### config.mk
export PLATFORM = sky130hd
export DESIGN_NAME = video_mode_ctrl_flat
export DESIGN_NICKNAME = d
export VERILOG_FILES = /design/src/rtl/vmc_pkg.sv /design/src/rtl/video_mode_ctrl_if.sv /design/src/rtl/vmc_debounce.sv /design/src/rtl/video_mode_ctrl.sv /design/src/flat_wrapper.sv
export SDC_FILE = /design/constraint.sdc
export NUM_CORES = 2
export LEC_CHECK = 0
export BUFFER_PORTS_ARGS = -buffer_cell sky130_fd_sc_hd__buf_2
export CORE_MARGIN = 4
export CORE_UTILIZATION = 50
export DETAILED_ROUTE_END_ITERATION = 10
export PLACE_DENSITY = 0.77
export SLEW_MARGIN = 5
export SYNTH_ARGS = -nofsm -noshare
export SYNTH_HDL_FRONTEND = slang
export SYNTH_SLANG_ARGS = --single-unit
### constraint.sdc
create_clock -name clk -period 5.9 [get_ports clk]
set_input_delay 1.18 -clock clk [delete_from_list [all_inputs] [get_ports clk]]
set_output_delay 1.18 -clock clk [all_outputs]
set_load 0.05 [all_outputs]
### src/rtl/vmc_pkg.sv
// Shared constants and default kernel tables for the video mode controller.
package vmc_pkg;
  localparam int MODE_BYPASS  = 0;
  localparam int MODE_LAPLACE = 1;
  localparam int MODE_BOX     = 2;
  localparam int ONE          = 256;  // Q8.8 unity

  // Reset contents of bank[mode][idx]; modes without a dedicated kernel fall back to identity.
  function automatic int default_coef(int mode, int idx, int ksize);
    int kk, center;
    kk     = ksize * ksize;
    center = (ksize / 2) * ksize + ksize / 2;
    case (mode)
      MODE_LAPLACE: return (idx == center) ? (kk - 1) * ONE : -ONE;
      MODE_BOX:     return ONE / kk;
      default:      return (idx == center) ? ONE : 0;
    endcase
  endfunction
endpackage

### src/rtl/video_mode_ctrl_if.sv
// Coefficient write bus into the mode controller's kernel banks.
interface video_mode_ctrl_if #(
  parameter int KSIZE     = 5,
  parameter int CW        = 16,
  parameter int NUM_MODES = 4
);
  localparam int MW = $clog2(NUM_MODES);
  localparam int IW = $clog2(KSIZE * KSIZE);

  logic          cfg_we;
  logic [MW-1:0] cfg_mode;
  logic [IW-1:0] cfg_idx;
  logic [CW-1:0] cfg_data;

  modport master (output cfg_we, cfg_mode, cfg_idx, cfg_data);
  modport slave  (input  cfg_we, cfg_mode, cfg_idx, cfg_data);
endinterface

### src/rtl/vmc_debounce.sv
// Two-flop synchroniser plus stable-level counter; pulses rise_o once per accepted 0->1.
module vmc_debounce #(
  parameter int DEB_CYCLES = 1000000
) (
  input  logic clk,
  input  logic rst_n,
  input  logic d_i,
  output logic rise_o
);
  localparam int CNTW = $clog2(DEB_CYCLES + 1);

  logic [1:0]      sync;
  logic            s_q, level;
  logic [CNTW-1:0] cnt;

  always_ff @(posedge clk) begin
    if (!rst_n) begin
      sync   <= '0;
      s_q    <= 1'b0;
      cnt    <= '0;
      level  <= 1'b0;
      rise_o <= 1'b0;
    end else begin
      sync   <= {sync[0], d_i};
      s_q    <= sync[1];
      rise_o <= 1'b0;
      if (sync[1] != s_q) cnt <= '0;
      else if (cnt != CNTW'(DEB_CYCLES)) cnt <= cnt + 1'b1;
      // s_q has held for DEB_CYCLES samples: adopt it as the debounced level
      if (cnt == CNTW'(DEB_CYCLES) && level != s_q) begin
        level  <= s_q;
        rise_o <= s_q;
      end
    end
  end
endmodule

### src/rtl/video_mode_ctrl.sv
// Frame-synchronous kernel/mode controller for fir2d; swaps coefficient sets only on vsync.
// Define VMC_VS_WATCHDOG_EN to force a commit after WDOG_CYCLES without a vsync edge.
module video_mode_ctrl
  import vmc_pkg::*;
#(
  parameter int KSIZE       = 5,
  parameter int CW          = 16,
  parameter int NUM_MODES   = 4,
  parameter int DEB_CYCLES  = 1000000,
  parameter int VS_POL      = 1,
  parameter int WDOG_CYCLES = 4000000,
  localparam int MW = $clog2(NUM_MODES),
  localparam int KK = KSIZE * KSIZE
) (
  input  logic               clk,
  input  logic               rst_n,
  input  logic [MW-1:0]      mode_sel_i,
  input  logic               step_i,
  input  logic               vs_i,
  video_mode_ctrl_if.slave   cfg,
  output logic [KK*CW-1:0]   coeffs_o,
  output logic               bypass_o,
  output logic [MW-1:0]      mode_o,
  output logic               pending_o
);
  logic signed [CW-1:0] bank [NUM_MODES][KK];
  logic [1:0][MW-1:0]   msel_sync;
  logic [MW-1:0]        msel_q, req_mode;
  logic                 step_evt, vs_q, dirty, vs_edge, wd_fire, commit, cfg_ok;

  vmc_debounce #(.DEB_CYCLES(DEB_CYCLES)) u_step_deb (
    .clk    (clk),
    .rst_n  (rst_n),
    .d_i    (step_i),
    .rise_o (step_evt)
  );

  assign vs_edge   = (vs_i == 1'(VS_POL)) && (vs_q != 1'(VS_POL));
  assign pending_o = (req_mode != mode_o) || dirty;
  assign commit    = (vs_edge || wd_fire) && pending_o;
  assign cfg_ok    = cfg.cfg_we && (int'(cfg.cfg_idx) < KK) && (int'(cfg.cfg_mode) < NUM_MODES);

`ifdef VMC_VS_WATCHDOG_EN
  localparam int WDW = $clog2(WDOG_CYCLES + 1);
  logic [WDW-1:0] wd_cnt;

  // Saturates at the limit so a request arriving late on a dead link commits at once
  assign wd_fire = (wd_cnt == WDW'(WDOG_CYCLES));

  always_ff @(posedge clk) begin
    if (!rst_n || vs_edge || commit) wd_cnt <= '0;
    else if (!wd_fire)               wd_cnt <= wd_cnt + 1'b1;
  end
`else
  assign wd_fire = (WDOG_CYCLES < 0);  // constant 0: commits happen only on vsync
`endif

  always_ff @(posedge clk) begin
    if (!rst_n) begin
      msel_sync <= '0;
      msel_q    <= '0;
      req_mode  <= '0;
      mode_o    <= '0;
      vs_q      <= 1'(VS_POL);
      dirty     <= 1'b0;
      bypass_o  <= 1'b1;
      for (int m = 0; m < NUM_MODES; m++)
        for (int i = 0; i < KK; i++)
          bank[m][i] <= CW'(default_coef(m, i, KSIZE));
      for (int i = 0; i < KK; i++)
        coeffs_o[i*CW +: CW] <= CW'(default_coef(MODE_BYPASS, i, KSIZE));
    end else begin
      msel_sync <= {msel_sync[0], mode_sel_i};
      msel_q    <= msel_sync[1];
      vs_q      <= vs_i;

      // A switch move overrides a simultaneous button press
      if (msel_sync[1] != msel_q) req_mode <= msel_sync[1];
      else if (step_evt)
        req_mode <= (int'(req_mode) == NUM_MODES - 1) ? '0 : req_mode + 1'b1;

      if (cfg_ok) bank[cfg.cfg_mode][cfg.cfg_idx] <= cfg.cfg_data;

      // Commit reads the pre-write bank; a same-cycle write to it re-arms dirty
      if (commit) begin
        mode_o   <= req_mode;
        bypass_o <= (req_mode == '0);
        for (int i = 0; i < KK; i++)
          coeffs_o[i*CW +: CW] <= bank[req_mode][i];
        dirty    <= cfg_ok && (cfg.cfg_mode == req_mode);
      end else if (cfg_ok && cfg.cfg_mode == mode_o) begin
        dirty <= 1'b1;
      end
    end
  end
endmodule

### src/flat_wrapper.sv
// flat-port wrapper written by rule: the top's interface ports become plain ports
module video_mode_ctrl_flat import vmc_pkg::*;
#(
  parameter int KSIZE       = 5,
  parameter int CW          = 16,
  parameter int NUM_MODES   = 4,
  parameter int DEB_CYCLES  = 1000000,
  parameter int VS_POL      = 1,
  parameter int WDOG_CYCLES = 4000000,
  localparam int MW = $clog2(NUM_MODES),
  localparam int KK = KSIZE * KSIZE
)
  (clk, rst_n, mode_sel_i, step_i, vs_i, coeffs_o, bypass_o, mode_o, pending_o, cfg_cfg_we, cfg_cfg_mode, cfg_cfg_idx, cfg_cfg_data);
  video_mode_ctrl_if #(.KSIZE(KSIZE), .CW(CW), .NUM_MODES(NUM_MODES)) cfg_i ();
  input  logic clk;
  input  logic rst_n;
  input  logic [MW-1:0] mode_sel_i;
  input  logic step_i;
  input  logic vs_i;
  output logic [KK*CW-1:0] coeffs_o;
  output logic bypass_o;
  output logic [MW-1:0] mode_o;
  output logic pending_o;
  input wire logic [$bits(cfg_i.cfg_we)-1:0] cfg_cfg_we;
  input wire logic [$bits(cfg_i.cfg_mode)-1:0] cfg_cfg_mode;
  input wire logic [$bits(cfg_i.cfg_idx)-1:0] cfg_cfg_idx;
  input wire logic [$bits(cfg_i.cfg_data)-1:0] cfg_cfg_data;
  assign cfg_i.cfg_we = cfg_cfg_we;
  assign cfg_i.cfg_mode = cfg_cfg_mode;
  assign cfg_i.cfg_idx = cfg_cfg_idx;
  assign cfg_i.cfg_data = cfg_cfg_data;
  video_mode_ctrl #(.KSIZE(KSIZE), .CW(CW), .NUM_MODES(NUM_MODES), .DEB_CYCLES(DEB_CYCLES), .VS_POL(VS_POL), .WDOG_CYCLES(WDOG_CYCLES)) u_core (.clk(clk), .rst_n(rst_n), .mode_sel_i(mode_sel_i), .step_i(step_i), .vs_i(vs_i), .cfg(cfg_i), .coeffs_o(coeffs_o), .bypass_o(bypass_o), .mode_o(mode_o), .pending_o(pending_o));
endmodule
==> results.json <==
{
  "synth_compound_area_share_pct": 3.16,
  "netlist.area_leader.share_pct": 56.4,
  "grt_max_degree": 194,
  "rr_endpoint": "u_core.coeffs_o[185]",
  "yosysTopAreaCell": "edfxtp_1",
  "r2r_cells": 5,
  "wl_per_cell_um": 26.6,
  "ys_seq_area_share_pct": 66.7,
  "finalMaxSlewViolations": 0,
  "fill_cells": 12977,
  "antenna_found_initial": 12,
  "multi_input_area_sq_um": 26100,
  "cts-resized-gates": 0,
  "synth_common_cells": "edfxtp_1, and2_1, nand2_1",
  "ant_nets": 0,
  "relSlewSlack_pct": 11.9,
  "max_freq_ghz": 0.277,
  "postSynthCellCount": 6205,
  "path_clk_slew_ns": 0.06,
  "synthDistinctLibCells": 41,
  "fp.dieW_um": 421,
  "grt_pass1_wl_um": 343000,
  "layout_min_cycle_time_ns": 3.62,
  "die-height_um": 421,
  "synth_warnings": 0,
  "cts.path.max_buffers": 3,
  "place_ws_ns": 1.67,
  "min_from": "u_core.u_step_deb.level",
  "grt_pass1_vias": 51714,
  "setup-violations-final": 0,
  "synthArstFlopShare_pct": 0,
  "cts-root-buf": "clkbuf_16",
  "synth.area.top_cells": "edfxtp_1, mux4_2, dfxtp_1",
  "muxShareOfSynthArea_pct": 10.6,
  "dieArea_sq_um": 177000,
  "cts_tree": "done",
  "grt_overflow": 0,
  "fin_crit_sh_pct": 61.3,
  "skew_ns": 0.0289,
  "synth_edf_count": 1600,
  "whs_path_depth": 1,
  "track_usage_pct": 26.3,
  "drc": 0,
  "hold_end": "u_core.u_step_deb.rise_o",
  "htreeDepth": 4,
  "yosysMostFrequentCell": "edfxtp_1",
  "drive_gt1_share_pct": 20.2,
  "power_density_nw_per_um2": 329,
  "hold_viol": 0,
  "final_util_pct": 56.6,
  "synth_xor_area_share_pct": 0.195,
  "cts_made_buffers": 197,
  "core_sq_um": 169000,
  "outcome": "finished clean",
  "initial_core_util_pct": 50.3,
  "area_delta_synth_final_pct": 12.6,
  "cp-end-kind": "primary output",
  "vdd_drop_max_uv": 308,
  "wl_um": 235000,
  "fin_setup_tns_ns": 0,
  "syn_area_sq_um": 85200,
  "io_pins": 434,
  "clk_latency_ns": 0.84,
  "drt_iter0_markers": 6109,
  "synth_top_family_by_area": "simple AND/OR/NAND/NOR gates",
  "layout.nets": 6463,
  "syn_avg_cell_area_sq_um": 13.7,
  "setup_ws_ns": 2.28,
  "via_per_inst": 5.92,
  "hold_class": "reg -> reg",
  "p_leak_uw": 0.0332,
  "rsz0062_at_grt": "no",
  "synthAdderAreaFrac_pct": 0.0587,
  "crit_required_ns": 4.72,
  "worstPathArrival_ns": 2.44,
  "cts_setup_buffers": 0,
  "synthFlopType": "edfxtp_1",
  "worstSetupPathType": "reg -> out",
  "r2r_slack_ns": 2.44,
  "r2r_start": "u_core.req_mode[1]",
  "worstSetupStartpointType": "register",
  "dr.pass1.iters": 5,
  "syn-num-nets": 6239,
  "cts_sinks": 2038,
  "num_vias": 52212,
  "cap_violations": 0,
  "dp_hpwl_um": 146000,
  "fp-row-count": 151,
  "cts.hold.buffers_added": 0,
  "port_buffers": 433,
  "ys_ff_latch": 2038,
  "crit_fanout": 29,
  "synth_simple_gate_area_share_pct": 16.5,
  "worstMarginPinSlew_ns": 1.31,
  "place.gp.congestion": 0.834,
  "regArea_sq_um": 56800
}
==> final cells by class <==
cell class	instances	area share [%]
clock inverters	93	0.848
multi-input cells	3578	27.2
diodes	6	0.0156
clock buffers	278	5.98
well taps	2218	2.89
inverters	9	0.0430
flip-flops and latches	2038	59.2
repair buffers	605	3.80
==> metrics by stage <==
stage	instance area, sq um	power [uW]	instances	hold slack, ns
after floorplan	85200	18300	6205	0.391
after global placement	89400	19100	8448	0.415
after detailed placement	89400	19200	8448	0.414
after CTS	95900	31700	8819	0.429
after global routing	95900	32500	8823	0.446
final	95900	31600	8825	0.424
==> worst max path at each step <==
stage                  startpoint                   to  cells after the start
2_1_floorplan     cfg_cfg_mode[1]   u_core.bank[2][16]                      6
3_3_place_gp      cfg_cfg_mode[0]  u_core.bank[1][112]                      5
3_5_place_dp      cfg_cfg_mode[0]  u_core.bank[1][127]                      5
4_1_cts        u_core.req_mode[0]            pending_o                      3
5_1_grt        u_core.req_mode[0]            pending_o                      3
6_report       u_core.req_mode[0]            pending_o                      3
==> power by group <==
part	internal [uW]	leakage, uW	switching, uW
Sequential	16100	0.0189	263
Clock	7260	0.00323	5420
Combinational	853	0.0111	1680
==> state kept, by name, indices dropped and copies added, names as in the netlist <==
| register | count |
|---|---|
| u_core.vs_q | 1 |
| u_core.u_step_deb.rise_o | 1 |
| u_core.bank | 1600 |
| u_core.u_step_deb.s_q | 1 |
| u_core.msel_q | 2 |
| u_core.msel_sync | 4 |
| u_core.u_step_deb.sync | 2 |
| u_core.u_step_deb.cnt | 20 |
| u_core.dirty | 1 |
| u_core.coeffs_o | 400 |
| u_core.bypass_o | 1 |
| u_core.u_step_deb.level | 1 |
| u_core.mode_o | 2 |
| u_core.req_mode | 2 |
==> routing by layer <==
metal  GRT usage (%)  vias to the layer above  routed length, um  share of wire [%]
met2            42.3                     2681             114000                 48
met4            13.9                        6              13400                5.7
li1                -                    22558                  -                  -
met3            5.60                      510              22400                9.6
met5               0                        -                 41              0.017
met1            33.9                    26457              85400                 36
==> critical path: stages (launching register included) <==
cell and delay [ns]:
dfxtp_4 0.73, xor2_1 0.25, or3_1 0.38, buf_2 0.22
==> logic make-up (layout without fill, tap and decap cells) <==
kind of cell,after synthesis,after routing
multiplexers,404,404
adder cells (fa/ha/maj),4,4
AO/OA/AOI/OAI,526,526
other,0,6
buffers and inverters,589,985
XOR/XNOR,19,19
AND/OR/NAND/NOR,2625,2625
flip-flops,2038,2038
==> cell usage in the layout, fill, tap and decap left out, drive strengths merged, types with 4 or more instances in the layout <==
cell type and count:
o21ai 105, nand3 22, inv 14, edfxtp 1600, nor2 114, o311ai 4
xor2 13, nand4 8, or3 252, buf 605, dfxtp 438, diode 6
ha 4, nor2b 5, bufinv 11, mux4 400, mux2i 4, and2 1329
clkinv 69, clkinvlp 8, and3 49, clkbuf 278, xnor2 6, a21oi 406
nand2 828
Power figures use the tool's default switching activity.
